## src/rtl/fp_pkg.sv

```systemverilog
// fp_pkg: shared rounding-mode encodings, status flag bit indices and default widths
package fp_pkg;
  localparam int WEXP_DEF = 8;
  localparam int WSIG_DEF = 24;
  typedef enum logic [1:0] {RM_RNE = 2'd0, RM_RZ = 2'd1, RM_RUP = 2'd2, RM_RDN = 2'd3} rm_e;
  localparam int F_OVF = 3;
  localparam int F_UNF = 2;
  localparam int F_INV = 1;
  localparam int F_INX = 0;
endpackage

```

## src/rtl/fp_skid_buf.sv

```systemverilog
// fp_skid_buf: 2-entry registered skid buffer; in_ready is a flop, output register feeds out_data
module fp_skid_buf #(
  parameter int W = 36
)(
  input  logic         clk,
  input  logic         rst_n,
  input  logic         in_valid,
  output logic         in_ready,
  input  logic [W-1:0] in_data,
  output logic         out_valid,
  input  logic         out_ready,
  output logic [W-1:0] out_data
);
  logic out_valid_q, out_valid_d, skid_valid_q, skid_valid_d, in_ready_q, in_ready_d;
  logic acc, ld;
  logic [W-1:0] out_data_q, out_data_d, skid_data_q, skid_data_d;
  // output slot refills from skid first, else straight from the input; skid catches input while output stalls
  always_comb begin
    acc = in_valid & in_ready_q;
    ld = ~out_valid_q | out_ready;
    out_valid_d = ld ? (skid_valid_q | acc) : 1'b1;
    out_data_d = ld ? (skid_valid_q ? skid_data_q : (acc ? in_data : out_data_q)) : out_data_q;
    skid_valid_d = ~ld & (skid_valid_q | acc);
    skid_data_d = (~ld & acc) ? in_data : skid_data_q;
    in_ready_d = ~skid_valid_d;
  end
  // state update; reset empties both slots and holds in_ready low
  always_ff @(posedge clk) begin
    if (!rst_n) begin
      out_valid_q <= 1'b0;
      out_data_q <= '0;
      skid_valid_q <= 1'b0;
      skid_data_q <= '0;
      in_ready_q <= 1'b0;
    end else begin
      out_valid_q <= out_valid_d;
      out_data_q <= out_data_d;
      skid_valid_q <= skid_valid_d;
      skid_data_q <= skid_data_d;
      in_ready_q <= in_ready_d;
    end
  end
  assign in_ready = in_ready_q;
  assign out_valid = out_valid_q;
  assign out_data = out_data_q;
endmodule

```

## src/rtl/fp_final_stage.sv

```systemverilog
// fp_final_stage: FP adder result packing, special cases and IEEE flags; FPF_DIRECTED_RM_EN enables directed rounding
module fp_final_stage
  import fp_pkg::*;
#(
  parameter int WEXP = WEXP_DEF,
  parameter int WSIG = WSIG_DEF
)(
  input  logic                 clk,
  input  logic                 rst_n,
  input  logic                 in_valid,
  output logic                 in_ready,
  input  logic [WSIG-2:0]      a_frac,
  input  logic [WSIG-2:0]      b_frac,
  input  logic                 sa,
  input  logic                 sb,
  input  logic                 abig,
  input  logic                 ainf,
  input  logic                 binf,
  input  logic                 anan,
  input  logic                 bnan,
  input  logic                 asnan,
  input  logic                 bsnan,
  input  logic                 denorm,
  input  logic                 inex,
  input  logic                 expneg,
  input  logic                 effop,
  input  logic                 op,
  input  logic                 zero,
  input  logic [WEXP:0]        exp,
  input  logic [WSIG-2:0]      roundsum,
  input  logic [1:0]           rm,
  output logic                 out_valid,
  input  logic                 out_ready,
  output logic [WEXP+WSIG-1:0] result,
  output logic [3:0]           out_flags,
  input  logic                 flag_clr,
  output logic [3:0]           sticky_flags
);
  localparam int W = WEXP + WSIG;
  logic specinput, ovf, unf, inv, inx, nsign, zsign, sign, maxfin;
  logic [WSIG-2:0] nan_frac;
  logic [W-1:0] res;
  logic [3:0] flags, sticky_d, sticky_q;
  logic [W+3:0] out_pl;
  logic unused_bits;
`ifdef FPF_DIRECTED_RM_EN
  assign unused_bits = ^{a_frac[WSIG-2], b_frac[WSIG-2]};
`else
  assign unused_bits = ^{a_frac[WSIG-2], b_frac[WSIG-2], rm};
`endif
  // classify the operation, pick the signs and select NaN / zero / max-finite / infinity / normal result
  always_comb begin
    specinput = ainf | binf | anan | bnan;
    ovf = (exp[WEXP] | &exp[WEXP-1:0]) & ~expneg & ~specinput & ~zero;
    unf = expneg & inex;
    inv = (ainf & binf & effop) | asnan | bsnan;
    inx = (inex | ovf) & ~specinput;
    flags = '0;
    flags[F_OVF] = ovf;
    flags[F_UNF] = unf;
    flags[F_INV] = inv;
    flags[F_INX] = inx;
    nsign = (abig & sa) | ((sb ^ op) & (~abig | sa));
`ifdef FPF_DIRECTED_RM_EN
    maxfin = ovf & ((rm == RM_RZ) | ((rm == RM_RUP) & nsign) | ((rm == RM_RDN) & ~nsign));
    zsign = (sa & (sb ^ op)) | ((sa ^ (sb ^ op)) & (rm == RM_RDN));
`else
    maxfin = 1'b0;
    zsign = sa & (sb ^ op);
`endif
    sign = zero ? zsign : nsign;
    nan_frac = {1'b1, anan ? a_frac[WSIG-3:0] : (bnan ? b_frac[WSIG-3:0] : {(WSIG-2){1'b0}})};
    res = (anan | bnan | inv) ? {sign, {WEXP{1'b1}}, nan_frac}
        : (unf | zero | denorm) ? {sign, {(W-1){1'b0}}}
        : maxfin ? {sign, {(WEXP-1){1'b1}}, 1'b0, {(WSIG-1){1'b1}}}
        : (specinput | ovf) ? {sign, {WEXP{1'b1}}, {(WSIG-1){1'b0}}}
        : {sign, exp[WEXP-1:0], roundsum};
    sticky_d = (flag_clr ? 4'b0 : sticky_q) | ((in_valid & in_ready) ? flags : 4'b0);
  end
  // accumulated status flags
  always_ff @(posedge clk) begin
    if (!rst_n) sticky_q <= '0;
    else sticky_q <= sticky_d;
  end
  fp_skid_buf #(.W(W + 4)) u_buf (
    .clk(clk),
    .rst_n(rst_n),
    .in_valid(in_valid),
    .in_ready(in_ready),
    .in_data({flags, res}),
    .out_valid(out_valid),
    .out_ready(out_ready),
    .out_data(out_pl)
  );
  assign result = out_pl[W-1:0];
  assign out_flags = out_pl[W+3:W];
  assign sticky_flags = sticky_q;
endmodule

```

## config.mk

```make
export PLATFORM = sky130hd
export DESIGN_NAME = fp_final_stage
export DESIGN_NICKNAME = d
export VERILOG_FILES = /design/src/rtl/fp_pkg.sv /design/src/rtl/fp_skid_buf.sv /design/src/rtl/fp_final_stage.sv
export SDC_FILE = /design/constraint.sdc
export NUM_CORES = 1
export LEC_CHECK = 0
export ABC_CLOCK_PERIOD_IN_PS = 1430
export BUFFER_PORTS_ARGS = -buffer_cell sky130_fd_sc_hd__buf_2
export CAP_MARGIN = 5
export CORE_UTILIZATION = 40
export CTS_CLUSTER_DIAMETER = 50
export DETAILED_ROUTE_END_ITERATION = 7
export PLACE_DENSITY = 0.79
export SLEW_MARGIN = 0
export SYNTH_ARGS = -nofsm -noshare
export SYNTH_HDL_FRONTEND = slang
export SYNTH_SLANG_ARGS = --single-unit
```

## constraint.sdc

```tcl
create_clock -name clk -period 1.43 [get_ports clk]
set_input_delay 0.0715 -clock clk [delete_from_list [all_inputs] [get_ports clk]]
set_output_delay 0.0715 -clock clk [all_outputs]
set_load 0.05 [all_outputs]
```

Yosys cells after proc, flatten, opt, wreduce, memory -nomap -nowiden
Index checks and enable logic that the tools add are counted.
{ "word_totals": {"out_inout_bits": 42, "in_bits": 100, "regBits": 79, "word_cells": 58} }
{ "classes": {"mux": 11, "bitwise": 38, "reduce_logical": 3} }
{ "op_table": {"columns": ["cell", "count"], "rows": [
  ["31-bit 2-to-1 mux", 3],
  ["36-bit 2-to-1 mux", 2],
  ["22-bit 2-to-1 mux", 2],
  ["1-bit OR", 16],
  ["1-bit AND", 13],
  ["4-bit 2-to-1 mux", 2],
  ["8-bit AND reduction", 1],
  ["1-bit NOT", 7],
  ["4-bit OR", 1],
  ["1-bit 2-to-1 mux", 2],
  ["2-bit AND reduction", 1],
  ["2-bit nonzero test", 1],
  ["1-bit bitwise XOR", 1]
]} }

Longest topological paths before layout
{ "depth": {"depth_word": 12, "ltp_mapped": 7, "mapped_depth_nobuf": 4} }

Hierarchy
A second synthesis with hierarchy kept.
{ "unflattened": {"cells_unflattened": 442, "area_unflattened_um2": 4041.4} }
{ "modules_own_cells": {"columns": ["mod", "instances", "area_per_inst_um2", "cells_per_inst"], "rows": [
  ["fp_skid_buf", 1, 3175.5, 331],
  ["fp_final_stage", 1, 865.8, 111]
]} }

Least setup slack after synthesis
Ideal clock, no wire load.
{ "synth_timing": {"kind": "register to register", "start": "reg u_buf.in_ready_q (netlist: u_buf.in_ready)", "end": "reg u_buf.out_data_q[23] (netlist: u_buf.out_data[23])", "setup_time_ns": 0.076, "path_stages_with_launch": 6, "synth_period_minus_slack_ns": 1.829, "path_slack_ns": -0.399, "arrival_ns": 1.753, "cell_sequence": "dfxtp_1 > nand2_1 > a21boi_2 > clkbuf_1 > o221ai_1 > a21boi_0"} }
{ "synth_via": {"elab_chain_len": 3} }
{ "synth_lines": {"columns": ["element", "line", "rtl"], "rows": [
  ["from (decl)", "fp_skid_buf.sv:14", "logic out_valid_q, out_valid_d, skid_valid_q, skid_valid_d, in_ready_q, in_ready_d;"],
  ["from (signal assigned)", "fp_skid_buf.sv:40", "in_ready_q <= in_ready_d;"],
  ["1-bit AND", "fp_skid_buf.sv:19", "acc = in_valid & in_ready_q;"],
  ["2-bit nonzero test (no line)", null, null],
  ["2-bit AND reduction (no line)", null, null],
  ["to (signal assigned)", "fp_skid_buf.sv:37", "out_data_q <= out_data_d;"],
  ["to (decl)", "fp_skid_buf.sv:16", "logic [W-1:0] out_data_q, out_data_d, skid_data_q, skid_data_d;"]
]} }
No other way between the ends.
A chain may end at the register's enable or synchronous reset.

Final worst setup path
{ "layout_timing": {"start": "reg u_buf.in_ready_q (netlist: u_buf.in_ready)", "end": "reg u_buf.out_data_q[31] (netlist: u_buf.out_data[31])"} }
Same word-level chain as after synthesis.

==> reports/metrics.cfg <==
[worst_hold_path]
hold_path.class=in -> reg
hold_path_depth=3
hp-start=roundsum[11]

[power]
p_leak_nw=1.986
pwr-share-seq_pct=47.0
p_switching_w=0.001455
internal_power_w=0.003530
peakVddDrop_mv=0.5705
swShare_pct=29.18
clkPwrFrac_pct=33.1
total_power_w=0.004985
p_comb_share_pct=19.9
p_per_area_mw_per_mm2=1039

[sta]
tightest_slew_ns=0.5936
rsz0062_at_grt=no
tns_ns=0
max_freq_mhz=737.6
skew_ns=0.01342
timing.hold.ws_ns=0.02071
period_share_pct=94.81
hold_violations=0
slew_viol_final=0
setup_viol=0
period_needed_ns=1.356
slew_headroom_pct=60.34

[global_route]
grt_overflow=0
track_usage_pct=23.95
antenna_found_initial=0
grt_pass1_wl_um=18350
grt_max_degree=45
grt_pass1_vias=3804

[floorplan]
rows=34
ios=142
start_util_pct=41.31
core_sq_mm=0.008678
die-area_sq_mm=0.009344
dieHeight_um=96.67
die_w_um=96.67

[synthesis]
netlist-cell-type-count=45
netlist_top_cells_area=dfxtp_1, a31oi_1, o221ai_1
synth_top_area_share_pct=44.12
synth-seq-area-share_pct=44.12
synth_warnings=0
ys.flop_type=dfxtp_1
syn-cell-area_sq_mm=0.003585
netlist.top_cell.by_area=dfxtp_1
avgSynthCellArea_sq_um=9.215
synth_nets=489
synthArstFlopShare_pct=0
netlist_instances=389
synth.ff_latch_count=79
synth-edff-count=0

[worst_setup_path]
worstReg2RegStart=u_buf.in_ready
path_max_fanout=7
worst-endpoint-arrival_ns=1.59
cp_data_required_time_ns=1.67
critical_path_class=reg -> reg
cp-end-kind=flip-flop
startpoint=u_buf.in_ready
startpoint_type=flip-flop
rr_worst_depth=5

[clock_network]
clock_sinks=79
clk_latency_ns=0.34
cts_hold_buf=0
numCtsBuffers=9
cts_max_path_buffers=2
cts.clk_slew.worst_paths_ns=0.08
cts_tree=built
root_buffer=clkbuf_8
htree_levels=3

[status]
status=finished clean

[cells_and_area]
fin_nets=625
final_common_cell=buf_2
fin_cells=636
diodes=0
drive_gt1_share_pct=38.83
stdcell_area_sq_mm=0.004797
area_growth_pct=33.82
final_cell_mix=buf_2, dfxtp_1, a31oi_1, o221ai_1, o21ai_0

[route]
drc=0
drt_wl_total_um=11260
wl_per_cell_um=17.70
drt_iter0_drc=192
dr.pass1.iters=5
routed_via_density=6.222
antenna_left=0
via_count=3957

[place]
dpl-instance-area_sq_mm=0.004574
io_buffer_count=137
dp.cells=621
hpwl_um=7727
gp_congestion=0.8700

[run]
maxCapViolCount=0

[logic make-up (layout without fill, tap and decap cells)]
| logic type | Yosys count | count (layout) | synth area share, % |
|---|---|---|---|
| compound gates | 203 | 203 | 41.19 |
| flops | 79 | 79 | 44.12 |
| buf+inv | 55 | 194 | 6.736 |
| simple gates | 50 | 50 | 7.435 |
| xor+xnor | 1 | 1 | 0.2444 |
| mux | 1 | 1 | 0.2792 |
[metal layers]
metal	vias up	GRT usage, %	wire (um)
met5	-	0	0
met4	0	7.692	197
met3	19	5.491	799
met2	206	41.55	5637
met1	1888	29.23	4620
li1	1844	-	-
[state kept, by name, summed over array words and instances, names as in the netlist]
signal	cells
sticky_flags	4
u_buf.in_ready	1
u_buf.out_data	36
u_buf.out_valid	1
u_buf.skid_data_q	36
u_buf.skid_valid_q	1
[timing repair]
action                     in CTS  in global routing
pin swaps                       0                  1
setup endpoints to repair       8                 19
setup buffers                   0                  1
gates resized for setup         2                  4
[path summary, 6_finish.rpt]
check | end | slack, ns
max reg2reg | u_buf.out_data[31] | 0.07
min | u_buf.skid_data_q[11] | 0.02
min reg2reg | u_buf.out_data[24] | 0.46
max | u_buf.out_data[31] | 0.07
[Yosys cell counts, drive strengths merged, types with 2 or more instances]
library cell   n
a211o          2
a21oi          8
inv           12
a21boi        11
nand3          4
buf           13
dfxtp         79
and4           2
o22ai          3
clkbuf        30
o21ai         32
nand2         23
o2111ai       23
o221a          8
o221ai        31
or4            2
a31oi         54
and2           5
nand3b         2
a22oi         22
nor2           6
[worst max-delay path, cell delays in order, from the launching register on]
cell and delay (ns):
dfxtp_4 0.35, and2_1 0.14, o21ai_1 0.30, buf_4 0.22, nor2_1 0.05, a32o_1 0.20
[cell type report]
cell class,instances,area (sq um)
multi-input cells,255,1794
fillers,805,3881
well taps,108,135.1
repair buffers,168,1039
clock buffers,11,152.6
inverters,12,45.04
flip-flops and latches,79,1589
clock inverters,3,42.54
[power by group through the flow]
stage / logic [W] / clock network [W] / registers (W)
2_1_floorplan: 0.000331 / 0 / 0.00266
3_3_place_gp: 0.000962 / 0 / 0.00239
3_5_place_dp: 0.000978 / 0 / 0.00239
4_1_cts: 0.000982 / 0.00169 / 0.00234
5_1_grt: 0.00105 / 0.00178 / 0.00235
6_report: 0.000990 / 0.00165 / 0.00234
[per-stage QoR]
stage	utilization (%)	worst slack [ns]
after detailed placement	52.71	-0.2598
after CTS	55.02	0.03493
after floorplan	-	-0.01100
final	55.28	0.07419
after global placement	52.71	-0.2058
after global routing	55.28	0.01574
Power figures use the tool's default switching activity.
